<file path="config.mk">
export PLATFORM = sky130hd
export DESIGN_NAME = uart_baud_ctrl
export DESIGN_NICKNAME = d
export VERILOG_FILES = /design/src/rtl/uart_baud_ctrl.sv
export SDC_FILE = /design/constraint.sdc
export NUM_CORES = 1
export LEC_CHECK = 0
export ABC_AREA = 1
export CELL_PAD_IN_SITES_DETAIL_PLACEMENT = 0
export CELL_PAD_IN_SITES_GLOBAL_PLACEMENT = 1
export CORE_ASPECT_RATIO = 1.2
export CORE_MARGIN = 2
export CORE_UTILIZATION = 39
export DETAILED_ROUTE_END_ITERATION = 6
export PLACE_DENSITY = 0.93
export SLEW_MARGIN = 0
export SYNTH_ARGS = -nofsm -noshare
export SYNTH_HDL_FRONTEND = slang
export SYNTH_SLANG_ARGS = --single-unit
</file>
<file path="constraint.sdc">
create_clock -name i_clk -period 2.5 [get_ports i_clk]
set_input_delay 0.5 -clock i_clk [delete_from_list [all_inputs] [get_ports i_clk]]
set_output_delay 0.5 -clock i_clk [all_outputs]
set_load 0.01 [all_outputs]
</file>
<file path="src/rtl/uart_baud_ctrl.sv">
// -----------------------------------------------------------------------------
// uart_baud_ctrl
//
// Sequencer for a uart_baud_clkgen instance in the same clock domain. It owns
// the generator's reset and divisor. Divisor changes are applied only on a baud
// period boundary. After each (re)start the block waits for the generator to
// settle, then reports lock. While locked it emits a one-cycle tick per baud
// rising edge.
//
// Optional feature (macro UART_BAUD_WDOG_EN):
//   This macro adds the o_fault output and a watchdog. The watchdog restarts
//   the generator when no baud rising edge arrives within 2*div+4 cycles while
//   the FSM is in SETTLE, LOCKED or WAIT_EDGE.
//
// Ports:
//   i_clk        system clock, shared with the generator
//   i_rst_n      asynchronous active-low reset
//   i_enable     1 = run generator, 0 = hold it in reset (level)
//   i_cfg_valid  new divisor request
//   i_cfg_div    requested divisor
//   o_cfg_ready  request accepted when i_cfg_valid & o_cfg_ready
//   o_cfg_err    1-cycle pulse: accepted request was below MIN_DIV
//   o_div_ratio  divisor driven to the generator
//   o_gen_rst    generator reset (active high)
//   i_baud_clk   baud clock from the generator
//   o_baud_tick  1-cycle pulse per baud rising edge, only while locked
//   o_locked     1 while in LOCKED
//   o_state      FSM state, for debug
//   o_fault      (UART_BAUD_WDOG_EN only) 1-cycle pulse on watchdog restart
// -----------------------------------------------------------------------------
module uart_baud_ctrl #(
    parameter int DIV_W        = 16,
    parameter int DEF_DIV      = 6,
    parameter int MIN_DIV      = 2,
    parameter int RST_CYCLES   = 2,
    parameter int SETTLE_TICKS = 2
) (
    input  logic             i_clk,
    input  logic             i_rst_n,
    input  logic             i_enable,
    input  logic             i_cfg_valid,
    input  logic [DIV_W-1:0] i_cfg_div,
    output logic             o_cfg_ready,
    output logic             o_cfg_err,
    output logic [DIV_W-1:0] o_div_ratio,
    output logic             o_gen_rst,
    input  logic             i_baud_clk,
    output logic             o_baud_tick,
    output logic             o_locked,
`ifdef UART_BAUD_WDOG_EN
    output logic             o_fault,
`endif
    output logic [2:0]       o_state
);

    typedef enum logic [2:0] {
        ST_OFF       = 3'd0,
        ST_START     = 3'd1,
        ST_SETTLE    = 3'd2,
        ST_LOCKED    = 3'd3,
        ST_WAIT_EDGE = 3'd4
    } state_t;

    // Counters only need to reach their terminal value (N-1).
    localparam int RST_W = (RST_CYCLES   > 1) ? $clog2(RST_CYCLES)   : 1;
    localparam int SET_W = (SETTLE_TICKS > 1) ? $clog2(SETTLE_TICKS) : 1;

    localparam logic [RST_W-1:0] RST_LAST = RST_W'(RST_CYCLES - 1);
    localparam logic [SET_W-1:0] SET_LAST = SET_W'(SETTLE_TICKS - 1);
    localparam logic [DIV_W-1:0] DIV_MIN  = DIV_W'(MIN_DIV);
    localparam logic [DIV_W-1:0] DIV_DEF  = DIV_W'(DEF_DIV);

    state_t             state_q, state_d;
    logic [RST_W-1:0]   rst_cnt_q, rst_cnt_d;
    logic [SET_W-1:0]   set_cnt_q, set_cnt_d;
    logic [DIV_W-1:0]   pend_q, pend_d;
    logic [DIV_W-1:0]   div_d;
    logic               baud_q;
    logic               rise;
    logic               accept;
    logic               legal;

    assign rise    = i_baud_clk & ~baud_q;
    assign accept  = i_cfg_valid & o_cfg_ready;
    assign legal   = (i_cfg_div >= DIV_MIN);
    assign o_state = state_q;

`ifdef UART_BAUD_WDOG_EN
    // One bit wider than the divisor so that 2*div+4 fits.
    logic [DIV_W:0] wdog_q, wdog_d;
    logic [DIV_W:0] wdog_inc;
    logic [DIV_W:0] wdog_limit;
    logic           watched;
    logic           wdog_hit;

    assign watched    = (state_q == ST_SETTLE) || (state_q == ST_LOCKED) ||
                        (state_q == ST_WAIT_EDGE);
    assign wdog_inc   = wdog_q + 1'b1;
    assign wdog_limit = {o_div_ratio, 1'b0} + (DIV_W+1)'(4);
    // This cycle would be the limit-th consecutive one without a rise.
    assign wdog_hit   = watched & ~rise & (wdog_inc == wdog_limit);
`endif

    // NOTE: every variable gets a default before any branch, so no path leaves
    // a value unassigned and no latch is inferred.
    always_comb begin
        state_d   = state_q;
        rst_cnt_d = rst_cnt_q;
        set_cnt_d = set_cnt_q;
        pend_d    = pend_q;
        div_d     = o_div_ratio;

        if (!i_enable) begin
            // Disable wins. A request accepted in this cycle still lands.
            state_d = ST_OFF;
            if (accept && legal) div_d = i_cfg_div;
        end
`ifdef UART_BAUD_WDOG_EN
        else if (wdog_hit) begin
            state_d = ST_START;
        end
`endif
        else begin
            case (state_q)
                ST_OFF: begin
                    if (accept && legal) div_d = i_cfg_div;
                    state_d = ST_START;
                end
                ST_START: begin
                    if (rst_cnt_q == RST_LAST) state_d = ST_SETTLE;
                    else                       rst_cnt_d = rst_cnt_q + 1'b1;
                end
                ST_SETTLE: begin
                    if (rise) begin
                        if (set_cnt_q == SET_LAST) state_d = ST_LOCKED;
                        else                       set_cnt_d = set_cnt_q + 1'b1;
                    end
                end
                ST_LOCKED: begin
                    if (accept && legal) begin
                        pend_d  = i_cfg_div;
                        state_d = ST_WAIT_EDGE;
                    end
                end
                ST_WAIT_EDGE: begin
                    // The generator keeps running on the old divisor. The new
                    // divisor is applied on the edge that enters START.
                    if (rise) begin
                        div_d   = pend_q;
                        state_d = ST_START;
                    end
                end
                default: state_d = ST_OFF;
            endcase
        end

        // Each state starts its counters from zero.
        if (state_d != state_q) begin
            rst_cnt_d = '0;
            set_cnt_d = '0;
        end
    end

`ifdef UART_BAUD_WDOG_EN
    always_comb begin
        wdog_d = wdog_inc;
        if (!watched || rise || (state_d != state_q)) wdog_d = '0;
    end
`endif

    // NOTE: state elements use non-blocking assignments. All flops then
    // update together from pre-edge values, with no ordering races.
    always_ff @(posedge i_clk or negedge i_rst_n) begin
        if (!i_rst_n) begin
            state_q     <= ST_OFF;
            rst_cnt_q   <= '0;
            set_cnt_q   <= '0;
            pend_q      <= DIV_DEF;
            o_div_ratio <= DIV_DEF;
            baud_q      <= 1'b0;
            o_gen_rst   <= 1'b1;
            o_cfg_ready <= 1'b1;
            o_locked    <= 1'b0;
            o_baud_tick <= 1'b0;
            o_cfg_err   <= 1'b0;
        end else begin
            state_q     <= state_d;
            rst_cnt_q   <= rst_cnt_d;
            set_cnt_q   <= set_cnt_d;
            pend_q      <= pend_d;
            o_div_ratio <= div_d;
            baud_q      <= i_baud_clk;
            // Outputs are decoded from the next state, so they line up with
            // state_q after the edge.
            o_gen_rst   <= (state_d == ST_OFF) || (state_d == ST_START);
            o_cfg_ready <= (state_d == ST_OFF) || (state_d == ST_LOCKED);
            o_locked    <= (state_d == ST_LOCKED);
            o_baud_tick <= rise && (state_q == ST_LOCKED);
            o_cfg_err   <= accept && !legal;
        end
    end

`ifdef UART_BAUD_WDOG_EN
    always_ff @(posedge i_clk or negedge i_rst_n) begin
        if (!i_rst_n) begin
            wdog_q  <= '0;
            o_fault <= 1'b0;
        end else begin
            wdog_q  <= wdog_d;
            o_fault <= wdog_hit && i_enable;
        end
    end
`endif

endmodule
</file>
==> impl_metrics.py, run 1 <==
metrics = {
    "outcome": {
        "status": "finished, final reports clean",
    },
    "worst_setup_path": {
        "r2r-start": "o_state[1]",
        "reg2reg_setup_slack_ps": 840,
        "cp.arrival_ps": 2120,
        "path_class": "primary input to register",
        "worst_setup_ep_type": "register",
        "launching_element_of_the_worst_setup_path": "i_cfg_div[6]",
        "critical_path.max_fanout": 22,
        "worst-r2r-cell-count": 8,
        "worst_path_required_time_ps": 2720,
        "worst_r2r_endpoint": "o_div_ratio[12]",
        "endpoint": "o_div_ratio[12]",
        "start_kind": "primary input",
    },
    "global_route": {
        "gr-usage-all-layers_pct": 15.0,
        "grt_start_max_net_pins": 34,
        "grt_first_pass_wirelength_um": 7090,
        "met3_capacity_usage_during_global_routing_pct": 4.00,
        "grt.met2_usage_pct": 24.5,
        "via_count_of_the_first_global_routing_pass": 1602,
        "grt_max_usage_layer": "met2",
        "grt.met1_usage_pct": 19.6,
        "globalRouteOverflowTotal": 0,
        "grt_antenna_before_repair": 0,
    },
    "sta": {
        "max_freq_mhz": 528,
        "worst_slew_margin_rel_pct": 73.1,
        "finalSetupViolCount": 0,
        "period_minus_slack_ps": 1890,
        "max_slew.worst_pin.slew_ps": 403,
        "grt_setup_unrepaired": "false",
        "clock_skews_ps": 11.6,
        "finalSetupTns_ps": 0,
        "finalMaxSlewViolations": 0,
        "finalHoldViolations": 0,
        "min_period_over_period_pct": 75.7,
    },
    "die": {
        "row_count": 28,
        "die_w_um": 69.7,
        "fp.coreArea_mm2": 0.00497,
        "die-area_mm2": 0.00577,
        "start_util_pct": 40.6,
        "die_y_um": 82.8,
        "io_pins": 45,
    },
    "detailed_routing": {
        "drc_violations_left": 0,
        "drtPass1Iterations": 4,
        "viasPerCell": 4.88,
        "postRouteAntennaNets": 0,
        "totalWireLength_um": 4020,
        "num_vias": 1690,
        "drt_iter0_markers": 131,
        "avgRoutedWirePerCell_um": 11.6,
    },
    "job": {
        "drv_cap": 0,
    },
    "final_layout": {
        "post-route-cell-area_mm2": 0.00265,
        "diodes": 0,
        "finalNetCount": 306,
        "drive_gt1_share_pct": 10.1,
        "n_fill_cell": 494,
        "syn_to_final_growth_pct": 31.0,
    },
    "clock_tree": {
        "cts_tree": "done",
        "ctsResizeCount": 0,
        "cts_htree_levels": 2,
        "tritoncts.num_buffers": 5,
        "clkLatencyLatePin_ps": 290,
        "clock_transition_at_the_register_clock_pins_on_the_worst_setup_and_hold_paths_after_cts_ps": 90,
        "clock_tree.buffer_depth": 2,
        "clock_sinks": 43,
        "root_driver": "sky130_fd_sc_hd__clkbuf_8",
        "ctsHoldBuffers": 0,
        "cts_setup_buffers": 0,
    },
    "logic_synthesis": {
        "netlist_instances": 239,
        "synth_fp_nets": 260,
        "total_standard_cell_area_after_synthesis_mm2": 0.00202,
        "synth_cell_type_count": 28,
        "yosys_warnings": 0,
        "synth.avg_cell_area_um2": 8.45,
        "ys_seq_area_share_pct": 53.7,
        "ys_ff_latch": 43,
    },
    "power": {
        "static-leakage-power_nw": 1.20,
        "max-vdd-ir-drop_mv": 0.362,
        "power_density_mw_per_mm2": 752,
    },
    "placement": {
        "io_buffers": 44,
        "globalplace.congestion": 0.839,
        "place_area_mm2": 0.00251,
        "dp_hpwl_um": 2870,
    },
    "min_path": {
        "holdCritPathClass": "primary input to async pin",
    },
}
-- synthesized netlist by cell type (all sizes together) --
| master | count | area, µm² |
|---|---|---|
| o211ai | 16 | 120 |
| nor3 | 2 | 15.0 |
| nor4 | 1 | 6.26 |
| a21boi | 1 | 7.51 |
| nand3 | 7 | 35.0 |
| nand4 | 1 | 6.26 |
| inv | 45 | 169 |
| dfrtp | 37 | 926 |
| o31ai | 1 | 7.51 |
| nand2 | 56 | 213 |
| a41oi | 1 | 8.76 |
| dfstp | 6 | 158 |
| o21ai | 33 | 165 |
| buf | 8 | 57.6 |
| nor2 | 19 | 88.8 |
| clkbuf | 2 | 8.75 |
| or2 | 1 | 6.26 |
| a21oi | 2 | 21.3 |
-- critical path, cell delays in order --
cell                              delay, ps
sky130_fd_sc_hd__clkdlybuf4s50_1        520
sky130_fd_sc_hd__nor2_1                  70
sky130_fd_sc_hd__nand2_1                 60
sky130_fd_sc_hd__nor2_1                  40
sky130_fd_sc_hd__nand2_1                110
sky130_fd_sc_hd__nand2_1                120
sky130_fd_sc_hd__a21oi_4                320
sky130_fd_sc_hd__buf_12                 200
sky130_fd_sc_hd__o211ai_1                90
sky130_fd_sc_hd__o21ai_1                 90
-- cells in the final DEF (no fill, tap or decap) --
cell type / synthesis / routed
sky130_fd_sc_hd__nand2_1: 55 / 55
sky130_fd_sc_hd__clkdlybuf4s50_1: 0 / 43
sky130_fd_sc_hd__inv_1: 41 / 41
sky130_fd_sc_hd__dfrtp_1: 37 / 37
sky130_fd_sc_hd__o21ai_1: 18 / 18
sky130_fd_sc_hd__nor2_1: 16 / 16
sky130_fd_sc_hd__o211ai_1: 16 / 16
sky130_fd_sc_hd__o21ai_0: 15 / 15
sky130_fd_sc_hd__nand3_1: 7 / 7
sky130_fd_sc_hd__dfstp_2: 6 / 6
sky130_fd_sc_hd__clkbuf_8: 0 / 5
sky130_fd_sc_hd__inv_2: 4 / 4
sky130_fd_sc_hd__buf_4: 2 / 4
sky130_fd_sc_hd__nor2_4: 2 / 2
sky130_fd_sc_hd__bufinv_16: 0 / 2
sky130_fd_sc_hd__nor3_2: 1 / 1
sky130_fd_sc_hd__o31ai_1: 1 / 1
sky130_fd_sc_hd__nand4_1: 1 / 1
sky130_fd_sc_hd__nand2_2: 1 / 1
sky130_fd_sc_hd__a21boi_1: 1 / 1
sky130_fd_sc_hd__or2_1: 1 / 1
sky130_fd_sc_hd__nor4_1: 1 / 1
sky130_fd_sc_hd__nor2_2: 1 / 1
sky130_fd_sc_hd__a21oi_1: 1 / 1
sky130_fd_sc_hd__a21oi_4: 1 / 1
sky130_fd_sc_hd__a41oi_1: 1 / 1
sky130_fd_sc_hd__nor3_1: 1 / 1
sky130_fd_sc_hd__clkbuf_1: 1 / 1
sky130_fd_sc_hd__buf_2: 4 / 1
sky130_fd_sc_hd__buf_12: 0 / 1
-- registers in the layout (all words and copies together) (netlist names) --
register,cells
o_div_ratio,16
pend_q,16
o_state,3
baud_q,1
o_baud_tick,1
o_cfg_err,1
o_cfg_ready,1
o_gen_rst,1
o_locked,1
rst_cnt_q,1
set_cnt_q,1
-- logic make-up (layout without fill, tap and decap cells) --
logic type / after synthesis / count (layout) / share of synthesized area, %
flip-flops: 43 / 43 / 53.7
buffers and inverters: 55 / 102 / 11.6
AO/OA/AOI/OAI: 54 / 54 / 16.4
AND/OR/NAND/NOR: 87 / 87 / 18.3
-- worst min-delay path by stage --
stage / end / slack [ps] / cells past startpoint / start
global placement: o_div_ratio[11] / 450 / 1 / i_rst_n
CTS: o_div_ratio[7] / 120 / 1 / i_rst_n
finish: pend_q[3] / 120 / 1 / i_rst_n
detailed placement: o_div_ratio[11] / 450 / 1 / i_rst_n
floorplan: baud_q / 200 / 0 / i_rst_n
global route: o_div_ratio[3] / 140 / 1 / i_rst_n
-- cell type report --
class / instances / area [µm²] / area share, %
flip-flops and latches: 43 / 1080 / 40.9
multi-input cells: 141 / 701 / 26.5
repair buffers: 49 / 485 / 18.3
inverters: 45 / 169 / 6.38
well taps: 60 / 75.1 / 2.84
clock buffers: 6 / 72.6 / 2.74
clock inverters: 2 / 60.1 / 2.27
-- per-layer routing --
metal	share of wire [%]	wire, µm	vias up
met5	0	0	-
met4	1.3	51	0
met3	5.9	239	5
met2	47	1910	48
met1	45	1820	789
li1	-	-	848
-- power breakdown --
group          total, W  switching (W)  internal (W)
clock          0.000629       0.000230      0.000399
combinational  0.000445       0.000221      0.000224
sequential     0.000916      0.0000619      0.000854
total           0.00199       0.000512       0.00148
-- metrics by stage --
step / instances / setup WS (ps) / hold slack (ps) / util [%] / power, W
floorplan: 239 / 973 / 204 / - / 0.00115
global placement: 338 / 292 / 446 / 50.5 / 0.00137
detailed placement: 338 / 269 / 452 / 50.5 / 0.00138
CTS: 346 / 591 / 124 / 53.2 / 0.00202
global route: 346 / 433 / 139 / 53.2 / 0.00212
finish: 346 / 606 / 121 / 53.2 / 0.00199
Power figures use the tool's default switching activity.
==> run 2, diff against run 1 <==
--- a/config.mk
+++ b/config.mk
@@ -10,9 +10,9 @@
 export CELL_PAD_IN_SITES_GLOBAL_PLACEMENT = 1
 export CORE_ASPECT_RATIO = 1.2
 export CORE_MARGIN = 2
-export CORE_UTILIZATION = 39
+export CORE_UTILIZATION = 37
 export DETAILED_ROUTE_END_ITERATION = 6
-export PLACE_DENSITY = 0.93
+export PLACE_DENSITY = 0.89
 export SLEW_MARGIN = 0
 export SYNTH_ARGS = -nofsm -noshare
 export SYNTH_HDL_FRONTEND = slang
==> constraint.sdc (replaced) <==
create_clock -name i_clk -period 1.8 [get_ports i_clk]
set_input_delay 0.36 -clock i_clk [delete_from_list [all_inputs] [get_ports i_clk]]
set_output_delay 0.36 -clock i_clk [all_outputs]
set_load 0.01 [all_outputs]
==> run 2 against run 1 <==
Non-clock buffer count grew 23. First-iteration DRC count shrank 13%. Critical endpoint is now o_state[1]. Via count grew 4.8%. Worst setup slack lost 560 ps. Worst hold slack gained 2.7 ps. Register-to-register slack lost 610 ps. Global-route usage is essentially flat. Largest cell class unchanged.
==> impl_metrics.py, run 2 (same netlist as run 1, synthesis figures left out) <==
metrics = {
    "detailed_routing": {
        "drt_iter0_markers": 114,
        "avgRoutedWirePerCell_um": 11.4,
        "num_vias": 1771,
        "drc_violations_left": 0,
        "postRouteAntennaNets": 0,
        "viasPerCell": 4.77,
        "drtPass1Iterations": 4,
        "totalWireLength_um": 4220,
    },
    "clock_tree": {
        "cts_tree": "done",
        "ctsHoldBuffers": 0,
        "cts_htree_levels": 2,
        "clkLatencyLatePin_ps": 290,
        "clock_sinks": 43,
        "root_driver": "sky130_fd_sc_hd__clkbuf_8",
        "clock_tree.buffer_depth": 2,
        "tritoncts.num_buffers": 5,
        "clock_transition_at_the_register_clock_pins_on_the_worst_setup_and_hold_paths_after_cts_ps": 80,
    },
    "placement": {
        "globalplace.congestion": 0.901,
        "dp_hpwl_um": 3080,
        "post-place-ws_ps": -178,
        "io_buffers": 44,
    },
    "sta": {
        "max_slew.worst_pin.slew_ps": 533,
        "finalMaxSlewViolations": 0,
        "clock_skews_ps": 6.78,
        "worst_slew_margin_rel_pct": 64.5,
        "hold_ws_ps": 123,
        "period_minus_slack_ps": 1750,
        "finalHoldViolations": 0,
        "max_freq_mhz": 570,
        "setup_ws_ps": 47.1,
        "finalSetupTns_ps": 0,
        "min_period_over_period_pct": 97.4,
        "finalSetupViolCount": 0,
    },
    "final_layout": {
        "finalNetCount": 329,
        "final_cell_mix": "sky130_fd_sc_hd__nand2_1 (53), sky130_fd_sc_hd__clkdlybuf4s50_1 (42), sky130_fd_sc_hd__inv_1 (41), sky130_fd_sc_hd__dfrtp_1 (36), sky130_fd_sc_hd__buf_4 (26)",
        "drive_gt1_share_pct": 18.4,
        "syn_to_final_growth_pct": 38.7,
        "most_common_library_cell_in_the_layout_ignoring_fill_and_taps": "sky130_fd_sc_hd__nand2_1",
        "diodes": 0,
    },
    "worst_setup_path": {
        "r2r-start": "o_state[1]",
        "worst_setup_ep_type": "primary output",
        "crit_slowest_cell": "sky130_fd_sc_hd__clkdlybuf4s50_1",
        "crit_path_max_incr_delay_ps": 600,
        "worst_r2r_endpoint": "o_div_ratio[15]",
        "cp.arrival_ps": 1390,
        "cp_top_family": "buffers and inverters",
        "launching_element_of_the_worst_setup_path": "o_state[1]",
        "worst_path_required_time_ps": 1440,
        "endpoint": "o_state[1]",
        "critical_path.max_fanout": 7,
        "path_class": "register to primary output",
        "worst-r2r-cell-count": 7,
        "worst-path-stages": 1,
        "cp_num_buf_inv": 1,
        "reg2reg_setup_slack_ps": 230,
        "start_kind": "register",
        "path_cells": "clkdlybuf4s50_1",
    },
    "global_route": {
        "globalRouteOverflowTotal": 0,
        "grt_start_max_net_pins": 44,
        "via_count_of_the_first_global_routing_pass": 1680,
        "grt_antenna_before_repair": 0,
        "gr-usage-all-layers_pct": 15.0,
        "grt_first_pass_wirelength_um": 7280,
    },
    "die": {
        "fp.coreArea_mm2": 0.00526,
        "start_util_pct": 38.4,
        "io_pins": 45,
        "row_count": 29,
        "die_y_um": 84.9,
        "die_w_um": 71.4,
        "die-area_mm2": 0.00607,
    },
    "power": {
        "static-leakage-power_nw": 1.30,
        "totalPowerFinal_w": 0.00250,
        "max-vdd-ir-drop_mv": 0.353,
        "power_density_mw_per_mm2": 892,
    },
    "min_path": {
        "holdCritPathClass": "primary input to async pin",
    },
    "outcome": {
        "status": "finished, final reports clean",
    },
    "job": {
        "drv_cap": 0,
    },
}
## run 2: cell count changes in the layout (fill, tap and decap cells not counted), moves of 2 or more
cell / delta
sky130_fd_sc_hd__bufinv_16: -2
sky130_fd_sc_hd__nand2_2: +2
sky130_fd_sc_hd__nand2_1: -2
sky130_fd_sc_hd__nor2_1: -2
sky130_fd_sc_hd__buf_4: +22
sky130_fd_sc_hd__nor2_2: +2
## run 2: layout make-up
cell class	count	area, µm²
Clock inverter	2	12.5
Inverter	45	169
Multi-Input combinational cell	141	711
Tap cell	62	77.6
Sequential cell	43	1080
Fill cell	501	2460
Clock buffer	6	72.6
Timing Repair Buffer	72	673
## run 2: metrics by stage
step	instance area (µm²)	util (%)	cells
3_3_place_gp	2690	51.2	362
4_1_cts	2780	52.8	370
5_1_grt	2800	53.2	371
6_report	2800	53.2	371
3_5_place_dp	2690	51.2	362
2_1_floorplan	2020	-	239
## run 2: timing repair
action,CTS,global route
setup buffers,0,1
endpoints found under the hold margin,0,0
gates resized for setup,0,6
endpoints found under the setup margin,0,4
## run 2: worst min path at each step
stage	from	endpoint	slack, ps
after floorplan	i_rst_n	baud_q	60
after global placement	o_div_ratio[2]	o_div_ratio[2]	460
after detailed placement	i_rst_n	o_div_ratio[11]	470
after CTS	i_rst_n	o_div_ratio[11]	150
after global routing	i_rst_n	o_div_ratio[6]	150
final	i_rst_n	o_div_ratio[11]	120
## run 2: routing by layer
layer  part of all wire, %  global-route usage, %  routed length, µm  vias to the layer above
met5                     0                      0                  0                        -
met3                   6.0                   4.16                255                       10
met2                    47                   23.9               1960                       57
met4                   1.8                   5.15                 74                        0
met1                    46                   19.6               1920                      809
li1                      -                      -                  -                      895
## run 2: report_power, final
part | internal (W) | switching (W)
Sequential | 0.00119 | 0.0000873
Clock | 0.000271 | 0.000304
Combinational | 0.000336 | 0.000313
Total | 0.00179 | 0.000705
==> patch 1, RTL diff (flow settings as in run 2) <==
Change the parameter `DIV_W` from 16 to 24.
--- a/src/rtl/uart_baud_ctrl.sv
+++ b/src/rtl/uart_baud_ctrl.sv
@@ -29,7 +29,7 @@
 //   o_fault      (UART_BAUD_WDOG_EN only) 1-cycle pulse on watchdog restart
 // -----------------------------------------------------------------------------
 module uart_baud_ctrl #(
-    parameter int DIV_W        = 16,
+    parameter int DIV_W        = 24,
     parameter int DEF_DIV      = 6,
     parameter int MIN_DIV      = 2,
     parameter int RST_CYCLES   = 2,
Ports: changed (resized i_cfg_div and o_div_ratio); port bits go from 45 to 61. The function was not compared with the original's and may differ.
==> patch 1 against run 2 <==
Cell count increased by 38%. Worst setup slack improved by 0.0058 ns. Sequential cell count increased by 16. Die area increased by 38%. Wire length increased by 49%. Total power increased by 58%. Design area increased by 43%. Area after synthesis increased by 40%. Critical path type unchanged. Largest power group unchanged.
==> patch 1: results (changes against run 2) <==
* Worst-skew pair later-pin latency at 0.33 ns (+0.04 ns)
* Static Leakage at 1.826 nW (+41%)
* Critical Path Fanout Max at 2 (-5)
* Net Sw Power at 0.001091 W (+55%)
* Share of synthesized registers carrying an async set or reset at 1.000 (unchanged)
* Number of nets in the layout at 446 (+36%)
* Total wire length after detailed routing at 6303 um (+49%)
* Share of total power consumed by net switching at 0.2755 (-0.006602)
* Global-route wire length before repair at 10980 um (+51%)
* Most instantiated cells after synthesis: sky130_fd_sc_hd__nand2_1, sky130_fd_sc_hd__inv_1, sky130_fd_sc_hd__dfrtp_1, sky130_fd_sc_hd__o21ai_0, sky130_fd_sc_hd__o21ai_1
* Combinational group power at 0.000931 W (+43%)
* Worst setup endpoint: o_cfg_ready
* Maximum buffer depth of the clock tree at 2 (unchanged)
* Via count of the first global-routing pass at 2501 (+49%)
* Beginning of the worst register-to-register path: o_state[0]$_DFF_PN0_
* H-tree depth at 3 (+1)
* Multiplexer share of the synthesized area at 0.003981 (+0.003981)
* Detail-routed via count per cell at 4.760 (-0.29%)
* Relative max-transition margin at 0.7892 (+0.1442)
* Placed instance area at 0.003737 mm2 (+39%)
* Crit path launch: o_cfg_ready$_DFF_PN1_
* Post-route cell area at 0.003994 mm2 (+43%)
* Maximum vdd drop at 0.0005069 V (+43%)
* Worst hold margin at 0.01362 ns (-0.1096 ns)
* Fraction of layout cells with a size suffix above 1 at 0.2227 (+0.03828)
* End of the worst register-to-register path: pend_q[2]$_DFFE_PN1P_
* Maximum clock skew at final layout at 0.008331 ns (+0.001556 ns)
* # Post-CTS Setup Buffers at 0 (unchanged)
* Flop2flop setup slack at 0.18 ns (-0.05 ns)
* GRT Resource Usage Total at 0.1620 (+0.01194)
* Cell at the slowest stage of the critical path: sky130_fd_sc_hd__dfstp_2
* Synthesized-area fraction occupied by ao, oa, aoi and oai cells at 0.1915 (+0.02794)
* Half-perimeter wire length after placement at 4440 um (+44%)
* Adder-Cell Fraction of Synth Area at 0 (unchanged)
* Sequential Power at 0.00176 W (+39%)
* Num CTS Buffers at 9 (+4)
* Setup slack of the critical path after layout at 0.05282 ns (+0.005758 ns)
* Most used flip-flop cell after synthesis: sky130_fd_sc_hd__dfrtp_1
* Number of DRC markers after the initial detailed-route iteration at 80 (-30%)
* Maximum number of pins on one net before global-route repair at 60 (+36%)
* Status: finished clean
* Syn_nets at 355 (+37%)
* Count of placed standard cells including taps at 496 (+37%)
* Worst slack after detailed placement at -0.2720 ns (-0.09435 ns)
* Final GP Congestion at 0.8233 (-8.6%)
* Syn Inst Count at 326 (+36%)
* Largest stage delay, worst path at 0.53 ns (-0.07 ns)
* Layout fillers at 665 (+33%)
* Top area cells in the synthesized netlist: sky130_fd_sc_hd__dfrtp_1, sky130_fd_sc_hd__nand2_1, sky130_fd_sc_hd__inv_1
* Portion of the post-synthesis area used by sequential elements at 0.5245 (-0.01201)
patch 1: cells by family (layout without fill, tap and decap cells):
logic type      count (synthesis)  in the layout
flops                          59             59
simple gates                  108            108
compound gates                 79             79
mux                             1              1
buf+inv                        79            175
patch 1: final cells by class:
type / count / area share
Inverter: 63 / 0.05921
Clock buffer: 12 / 0.04135
Timing Repair Buffer: 96 / 0.2293
Clock inverter: 4 / 0.01190
Sequential cell: 59 / 0.3722
Multi-Input combinational cell: 188 / 0.2578
Tap cell: 90 / 0.02820
patch 1: metal layers:
layer  wire [um]  global-route usage  up-vias
li1            -                   -     1211
met1        2838              0.2011     1172
met2        3197              0.2782       48
met3         214             0.02961        6
met4          53             0.06948        0
met5           0                   0        -
==> patch 2, RTL diff (config.mk and constraints of run 2) <==
Without the edit above. The output `o_cfg_err` loses its register stage (`o_cfg_err` becomes a continuous assignment). Comments in the files are not updated.
--- a/src/rtl/uart_baud_ctrl.sv
+++ b/src/rtl/uart_baud_ctrl.sv
@@ -182,7 +182,6 @@
             o_cfg_ready <= 1'b1;
             o_locked    <= 1'b0;
             o_baud_tick <= 1'b0;
-            o_cfg_err   <= 1'b0;
         end else begin
             state_q     <= state_d;
             rst_cnt_q   <= rst_cnt_d;
@@ -196,9 +195,10 @@
             o_cfg_ready <= (state_d == ST_OFF) || (state_d == ST_LOCKED);
             o_locked    <= (state_d == ST_LOCKED);
             o_baud_tick <= rise && (state_q == ST_LOCKED);
-            o_cfg_err   <= accept && !legal;
-        end
-    end
+        end
+    end
+
+    assign o_cfg_err = accept && !legal;
 
 `ifdef UART_BAUD_WDOG_EN
     always_ff @(posedge i_clk or negedge i_rst_n) begin
Function: changed (Yosys sat finds a counterexample within 4 cycles, from zero or initial values and one cycle with i_rst_n low).
==> patch 2 against run 2 <==
Via count down 1.9%. Cell count down 1.1%. Wire length up 1.6%. Design area down 2.6%. Worst setup slack better by 0.037 ns. Utilization down 1.4 points. Sequential cell count down 1. Clock skew up 0.00077 ns. Area after synthesis down 1.2%. Critical endpoint is now o_cfg_err. Largest cell class unchanged. Largest power group unchanged. Total power down 1.2%.
==> patch 2: results (changes against run 2) <==
* Maximum buffer depth of the clock tree at 2 (unchanged)
* Critical Path Fanout Max at 3 (-4)
* Pre-Repair DR Iteration Count at 4 (unchanged)
* Top area cells in the synthesized netlist: sky130_fd_sc_hd__dfrtp_1, sky130_fd_sc_hd__nand2_1, sky130_fd_sc_hd__dfstp_2
* Fraction of layout cells with a size suffix above 1 at 0.1803 (-0.004138)
* Flop2flop setup slack at 0.25 ns (+0.02 ns)
* Worst setup endpoint: o_cfg_err
* Worst-skew pair later-pin latency at 0.30 ns
* Synth Area in XOR/XNOR at 0 (unchanged)
* Status: finished clean
* Syn_nets at 259 (-0.38%)
* End of the worst register-to-register path: set_cnt_q$_DFFE_PN0P_
* Crit path launch: i_cfg_div[1]
* Beginning of the worst register-to-register path: o_cfg_ready$_DFF_PN1_
* Detail-routed via count per cell at 4.736 (-0.79%)
* Multiplexer share of the synthesized area at 0 (unchanged)
* Maximum number of pins on one net before global-route repair at 33 (-25%)
* Synthesized-area fraction occupied by ao, oa, aoi and oai cells at 0.1656 (+0.002052)
* GRT Resource Usage Total at 0.1557 (+0.005690)
* Count of warnings emitted by yosys at 0 (unchanged)
* H-tree depth at 2 (unchanged)
* Via count of the first global-routing pass at 1682 (+0.12%)
* Shortest clock period the worst path allows after layout at 1.716 ns (-0.03668 ns)
* Slew of the pin with the lowest slew margin at 0.5013 ns (-0.03126 ns)
* Portion of the post-synthesis area used by sequential elements at 0.5307 (-0.005815)
* Adder-Cell Fraction of Synth Area at 0 (unchanged)
* Worst endpoint data arrival time at 1.36 ns (-0.03 ns)
* Worst slack after detailed placement at -0.4671 ns (-0.2894 ns)
* Largest stage delay, worst path at 0.44 ns (-0.16 ns)
* Most instantiated cells after synthesis: sky130_fd_sc_hd__nand2_1, sky130_fd_sc_hd__inv_1, sky130_fd_sc_hd__dfrtp_1, sky130_fd_sc_hd__o21ai_1
* Maximum clock skew at final layout at 0.007548 ns (+0.0007723 ns)
* Share of synthesized registers carrying an async set or reset at 1.000 (unchanged)
* Static Leakage at 1.289 nW (-0.53%)
* Type of the worst min-delay path: in2async
* Maximum vdd drop at 0.0004765 V (+35%)
* # Post-CTS Setup Buffers at 0 (unchanged)
* Half-perimeter wire length after placement at 3111 um (+1.1%)
* Final GP Congestion at 0.8469 (-6.0%)
* Cell at the slowest stage of the critical path: sky130_fd_sc_hd__clkdlybuf4s50_1
* Reg clk slew, reported paths at 0.08 ns (about the same)
* Layout fillers at 513 (+2.4%)
* Number of DRC markers after the initial detailed-route iteration at 110 (-3.5%)
* Total wire length after detailed routing at 4286 um (+1.6%)
* Number of cell instances on the worst register-to-register path at 11 (+4)
* Number of nets in the layout at 325 (-1.2%)
* Global-route wire length before repair at 7458 um (+2.5%)
* Category of cells accounting for the largest share of critical-path delay: buffers and inverters
* Placed instance area at 0.002654 mm2 (-1.5%)
-- patch 2: cell types whose count changed after synthesis --
cell | run 2 | this run
sky130_fd_sc_hd__dfrtp_1 | 37 | 36
-- patch 2: power breakdown --
| part | switching, W | total (W) | internal, W |
|---|---|---|---|
| Sequential | 0.0000829 | 0.00125 | 0.00116 |
| Combinational | 0.000312 | 0.000641 | 0.000329 |
| Clock | 0.000313 | 0.000582 | 0.000269 |
| Total | 0.000708 | 0.00247 | 0.00176 |
-- patch 2: layer usage --
| metal | wire, um | share of wire | up-vias | track usage |
|---|---|---|---|---|
| met1 | 1914 | 0.45 | 811 | 0.1966 |
| li1 | - | - | 885 | - |
| met3 | 196 | 0.046 | 5 | 0.03842 |
| met5 | 0 | 0 | - | 0 |
| met4 | 60 | 0.014 | 0 | 0.05146 |
| met2 | 2115 | 0.49 | 37 | 0.2608 |
-- patch 2: layout make-up --
cell class / count / area [um2] / area share
Multi-Input combinational cell: 141 / 708.2 / 0.2596
Inverter: 45 / 168.9 / 0.06193
Tap cell: 62 / 77.57 / 0.02844
Timing Repair Buffer: 69 / 629.4 / 0.2307
Clock inverter: 2 / 10.01 / 0.003670
Clock buffer: 6 / 72.57 / 0.02661
Sequential cell: 42 / 1061 / 0.3890
-- patch 2: stage by stage --
step | setup TNS, ns | cells | hold slack (ns)
2_1_floorplan | 0 | 238 | 0.06441
3_3_place_gp | -4.340 | 359 | 0.3522
3_5_place_dp | -4.252 | 359 | 0.3605
4_1_cts | 0 | 367 | 0.02904
5_1_grt | 0 | 367 | 0.06096
6_report | 0 | 367 | 0.01841
-- patch 2: how the worst min path moves through the flow --
| stage | startpoint | to | slack [ns] | cells after the start |
|---|---|---|---|---|
| global placement | i_rst_n | o_div_ratio[11]$_DFFE_PN0P_ | 0.35 | 1 |
| detailed placement | i_rst_n | o_div_ratio[11]$_DFFE_PN0P_ | 0.36 | 1 |
| global route | i_rst_n | o_div_ratio[10]$_DFFE_PN0P_ | 0.06 | 1 |
| floorplan | i_rst_n | baud_q$_DFF_PN0_ | 0.06 | 0 |
| CTS | i_rst_n | pend_q[7]$_DFFE_PN0P_ | 0.03 | 1 |
| finish | i_rst_n | pend_q[11]$_DFFE_PN0P_ | 0.02 | 1 |
-- patch 2: cells by family (layout without fill, tap and decap cells) --
| logic type | count (synthesis) | in the layout |
|---|---|---|
| buffers and inverters | 55 | 122 |
| AND/OR/NAND/NOR | 87 | 87 |
| AO/OA/AOI/OAI | 54 | 54 |
| flip-flops | 42 | 42 |
-- patch 2: repair_timing --
| action | in CTS | in global routing |
|---|---|---|
| gates cloned | 0 | 0 |
| hold buffers | 0 | 0 |
| resized for setup | 19 | 4 |
| endpoints found under the setup margin | 2 | 2 |
| pin swaps | 8 | 3 |
